--- src/rtl/wb_ctrl.sv ---
// Register-file writeback controller: zero sweep after reset, ALU/load-response
// arbitration onto a single write port, and a per-register outstanding-load scoreboard.
module wb_ctrl #(
   parameter  int unsigned WIDTH_ADDR = 5,
   parameter  int unsigned WIDTH_DATA = 32,
   localparam int unsigned NREG       = 2 ** WIDTH_ADDR
) (
   input  logic                  clk,
   input  logic                  rst_n,
   input  logic                  alu_wb_en,
   input  logic [WIDTH_ADDR-1:0] alu_wb_addr,
   input  logic [WIDTH_DATA-1:0] alu_wb_data,
   input  logic                  ld_issue_en,
   input  logic [WIDTH_ADDR-1:0] ld_issue_addr,
   input  logic                  ld_rsp_valid,
   output logic                  ld_rsp_ready,
   input  logic [WIDTH_ADDR-1:0] ld_rsp_addr,
   input  logic [WIDTH_DATA-1:0] ld_rsp_data,
   output logic                  wr_en,
   output logic [WIDTH_ADDR-1:0] wr_addr,
   output logic [WIDTH_DATA-1:0] wr_data,
   output logic [NREG-1:0]       busy,
   output logic                  init_done
);

   typedef enum logic {
      S_INIT,
      S_RUN
   } state_t;

   state_t                state_q, state_d;
   logic [WIDTH_ADDR-1:0] cnt_q, cnt_d;
   logic                  init_done_q, init_done_d;
   logic                  wr_en_q, wr_en_d;
   logic [WIDTH_ADDR-1:0] wr_addr_q, wr_addr_d;
   logic [WIDTH_DATA-1:0] wr_data_q, wr_data_d;
   logic [NREG-1:0]       busy_q, busy_d;

   logic [WIDTH_ADDR-1:0] fa_q [2];
   logic [WIDTH_ADDR-1:0] fa_d [2];
   logic [WIDTH_DATA-1:0] fd_q [2];
   logic [WIDTH_DATA-1:0] fd_d [2];
   logic                  rd_ptr_q, rd_ptr_d;
   logic                  wr_ptr_q, wr_ptr_d;
   logic [1:0]            count_q, count_d;

   logic                  ready;
   logic                  alu_ok;
   logic                  push;
   logic                  pop;

   assign ready        = init_done_q && (count_q < 2'd2);
   assign ld_rsp_ready = ready;
   assign wr_en        = wr_en_q;
   assign wr_addr      = wr_addr_q;
   assign wr_data      = wr_data_q;
   assign busy         = busy_q;
   assign init_done    = init_done_q;

   always_comb begin
      state_d     = state_q;
      cnt_d       = cnt_q;
      init_done_d = init_done_q;
      wr_en_d     = 1'b0;
      wr_addr_d   = wr_addr_q;
      wr_data_d   = wr_data_q;
      busy_d      = busy_q;
      fa_d        = fa_q;
      fd_d        = fd_q;
      rd_ptr_d    = rd_ptr_q;
      wr_ptr_d    = wr_ptr_q;
      count_d     = count_q;
      push        = 1'b0;
      pop         = 1'b0;
      alu_ok      = alu_wb_en && (alu_wb_addr != '0);

      case (state_q)
         S_INIT: begin
            wr_en_d   = 1'b1;
            wr_addr_d = cnt_q;
            wr_data_d = '0;
            cnt_d     = cnt_q + WIDTH_ADDR'(1);
            if (cnt_q == '1) state_d = S_RUN;
         end
         S_RUN: begin
            // First RUN cycle only publishes init_done; arbitration starts once it is visible.
            if (!init_done_q) begin
               init_done_d = 1'b1;
            end else begin
               if (alu_ok) begin
                  wr_en_d   = 1'b1;
                  wr_addr_d = alu_wb_addr;
                  wr_data_d = alu_wb_data;
               end else if (count_q != 2'd0) begin
                  pop                    = 1'b1;
                  wr_en_d                = 1'b1;
                  wr_addr_d              = fa_q[rd_ptr_q];
                  wr_data_d              = fd_q[rd_ptr_q];
                  busy_d[fa_q[rd_ptr_q]] = 1'b0;
                  rd_ptr_d               = ~rd_ptr_q;
               end
               // Applied after the clear so a same-cycle issue keeps the bit set.
               if (ld_issue_en && (ld_issue_addr != '0)) busy_d[ld_issue_addr] = 1'b1;

               push = ld_rsp_valid && ready && (ld_rsp_addr != '0);
               if (push) begin
                  fa_d[wr_ptr_q] = ld_rsp_addr;
                  fd_d[wr_ptr_q] = ld_rsp_data;
                  wr_ptr_d       = ~wr_ptr_q;
               end
               count_d = count_q + 2'(push) - 2'(pop);
            end
         end
         default: state_d = S_INIT;
      endcase
   end

   always_ff @(posedge clk) begin
      if (!rst_n) begin
         state_q     <= S_INIT;
         cnt_q       <= '0;
         init_done_q <= 1'b0;
         wr_en_q     <= 1'b0;
         wr_addr_q   <= '0;
         wr_data_q   <= '0;
         busy_q      <= '0;
         fa_q        <= '{default: '0};
         fd_q        <= '{default: '0};
         rd_ptr_q    <= 1'b0;
         wr_ptr_q    <= 1'b0;
         count_q     <= 2'd0;
      end else begin
         state_q     <= state_d;
         cnt_q       <= cnt_d;
         init_done_q <= init_done_d;
         wr_en_q     <= wr_en_d;
         wr_addr_q   <= wr_addr_d;
         wr_data_q   <= wr_data_d;
         busy_q      <= busy_d;
         fa_q        <= fa_d;
         fd_q        <= fd_d;
         rd_ptr_q    <= rd_ptr_d;
         wr_ptr_q    <= wr_ptr_d;
         count_q     <= count_d;
      end
   end

endmodule

--- config.mk ---
export PLATFORM = sky130hd
export DESIGN_NAME = wb_ctrl
export DESIGN_NICKNAME = d
export VERILOG_FILES = /design/src/rtl/wb_ctrl.sv
export SDC_FILE = /design/constraint.sdc
export NUM_CORES = 1
export LEC_CHECK = 0
export ABC_AREA = 1
export ABC_CLOCK_PERIOD_IN_PS = 3060
export CORE_MARGIN = 1
export CORE_UTILIZATION = 54
export DETAILED_ROUTE_END_ITERATION = 10
export PLACE_DENSITY = 0.88
export SYNTH_ARGS = -nofsm -noshare
export SYNTH_HDL_FRONTEND = slang
export SYNTH_SLANG_ARGS = --single-unit
--- constraint.sdc ---
create_clock -name clk -period 3.06 [get_ports clk]
set_input_delay 0.612 -clock clk [delete_from_list [all_inputs] [get_ports clk]]
set_output_delay 0.612 -clock clk [all_outputs]
set_load 0.02 [all_outputs]
==> summary.txt <==
Run status
  – Status: finished, final reports clean

Timing
  – Final setup fails: 0
  – Setup ws final: 0.719 ns
  – Max-slew violation count: 0
  – RSZ-0062 raised after global routing: false
  – Final worst path period need: 2.34 ns
  – Final setup TNS: 0 ns
  – F_max: 427 MHz
  – Slew HR: 44.1%
  – Hold Fails Final Rpt: 0
  – Skew final: 0.00615 ns
  – Worst Max-Slew Pin Slew: 0.837 ns
  – Final period util: 76.5%

GRT
  – Global-route wire length before repair: 32500 microns
  – Largest net degree at the start of global routing: 112
  – Vias in the first global route: 6623
  – Total grt overflow: 0
  – GRT Total Usage: 31.9%
  – Initial antenna violation count: 0

Drt
  – Routed Wire Length: 20100 microns
  – DRC errors left: 0
  – Initial DRC Count: 1012
  – Drt first pass iters: 6
  – Final ANT Viol Nets: 0
  – Drt wl/cell: 15.3 microns
  – Vias post-DR: 7236
  – Vias per cell: 5.51

Clocking
  – Max Buffers Root-to-Sink: 2
  – CTS resizes: 0
  – Postcts setup bufs: 0
  – TritonCTS buffer count: 17
  – Clock slew at reported path FFs: 0.06 ns
  – CTS tree: built
  – H-tree level count: 4
  – Root Buffer: clkbuf_16
  – Clock sink count: 155
  – CTS Hold Bufs: 0
  – Clock latency on the worst-skew pair: 0.43 ns

Setup path
  – CP Capture Type: output port
  – WP data required: 2.45 ns
  – Crit path launch type: flip-flop
  – Crit path kind: flip-flop to output port
  – R2r setup slk: 0.96 ns
  – Crit-path max FO: 4
  – Crit path DAT: 1.73 ns

Place
  – Setup WS pre-CTS: 0.480 ns
  – Post-DP HPWL: 12800 microns
  – Port Buffers: 155
  – GPL Wtd Cong: 0.894

Power and ir drop
  – Cell Pwr Density: 525 mW/mm^2
  – Max VDD drop: 370 uV
  – Leakage Power: 0.00342 uW

Final layout
  – Most frequent cells in the layout: nand2_1, dfxtp_1, clkdlybuf4s50_1, a21oi_1, nor2_1
  – Most common cell after layout, fill and taps aside: nand2_1
  – Antenna cell count: 0
  – Ratio of cells with drive above 1 in the final layout: 6.03%
  – Fillcell total: 907
  – Final core occ: 75.1%
  – Final #Nets: 1220
  – Reg area: 0.00310 sq mm
  – Area of the multi-input gates: 0.00330 sq mm
  – Area Growth Syn to Fin: 33.7%

Yosys
  – Mapped Avg Cell Area: 6.82 sq um
  – Warnings from Yosys: 0
  – Part of the Yosys area used for sequential elements: 45.5%
  – Post-Synthesis Cells: 1001
  – Post-synthesis cell area: 0.00683 sq mm
  – #FFs+latches synth: 155
  – Syn_nets: 1089
  – Post-synth cell types: 31

Floorplan
  – Core area: 0.0122 sq mm
  – Num rows: 40
  – Die Wd: 114 microns
  – # IOs: 156
  – Die area: 0.0131 sq mm
  – Starting density of the core: 56.1%
  – Die Y: 114 microns

Job
  – # Max-Cap Violations: 0

Worst hold path
  – Worst hold-check path type: flip-flop to flip-flop
[layer usage]
metal	vias up	track usage [%]	share of wire [%]
met5	-	0	0
li1	3493	-	-
met3	38	6.09	9.3
met4	0	10.4	2.0
met1	3313	43.6	42
met2	392	50.7	46
[final timing paths]
kind                       end  startpoint  cells after the start
hold reg to reg        busy[0]     busy[0]                      2
setup reg to reg    count_q[1]   init_done                     10
setup / recovery  ld_rsp_ready   init_done                      3
hold / removal         busy[0]     busy[0]                      2
[per-stage QoR]
stage,instances,power [uW],hold slack [ns],area (sq um)
6_report,1313,4790,0.449,9130
5_1_grt,1313,4910,0.459,9130
4_1_cts,1313,4780,0.452,9130
3_5_place_dp,1281,2310,0.431,8420
3_3_place_gp,1281,2310,0.423,8420
2_1_floorplan,1001,2160,0.443,6830
[synth_stat cells (all sizes together)]
cell / n / area, sq um
nand2: 392 / 1480
dfxtp: 155 / 3100
a21oi: 133 / 666
nor2: 92 / 350
nand3: 57 / 295
inv: 39 / 146
o21ai: 31 / 155
buf: 30 / 179
clkbuf: 26 / 97.6
o211ai: 15 / 113
nor3: 11 / 60.1
nand4: 6 / 43.8
ha: 4 / 50.1
nor3b: 2 / 31.3
o21a: 2 / 15.0
or2: 2 / 12.5
a31oi: 1 / 6.26
clkinv: 1 / 5.00
nor4: 1 / 6.26
o21bai: 1 / 7.51
[final cells by class]
cell class	count	share of cell area, %
multi-input cells	750	36.1
flip-flops and latches	155	34.0
clock buffers	19	4.85
repair buffers	168	18.2
well taps	168	2.30
clock inverters	13	2.86
inverters	40	1.66
[report_power, final]
part / internal [uW] / total [uW] / leakage (uW) / switching [uW]
Combinational: 123 / 248 / 0.00183 / 125
Sequential: 2020 / 2030 / 0.00125 / 4.26
Clock: 1640 / 2520 / 0.000339 / 874
[cell families (layout without fill, tap and decap cells)]
family | Yosys count | after routing | share of synthesized area (%)
flip-flops | 155 | 155 | 45.5
buffers and inverters | 96 | 240 | 6.27
AO/OA/AOI/OAI | 183 | 183 | 14.1
adder cells (fa/ha/maj) | 4 | 4 | 0.733
AND/OR/NAND/NOR | 563 | 563 | 33.4
[registers in the layout, summed over array words and instances (netlist names), 2 cells and up]
name and flops:
fd_q 64, fa_q 10, count_q 2, busy 32, wr_addr 5, wr_data 32, cnt_q 5
[critical path, cell delays in order (launching register included)]
cell,delay [ns]
dfxtp_1,0.44
inv_2,0.10
nor2_1,0.14
clkdlybuf4s50_1,0.62
Note: power is estimated with default switching activity, not from simulation.
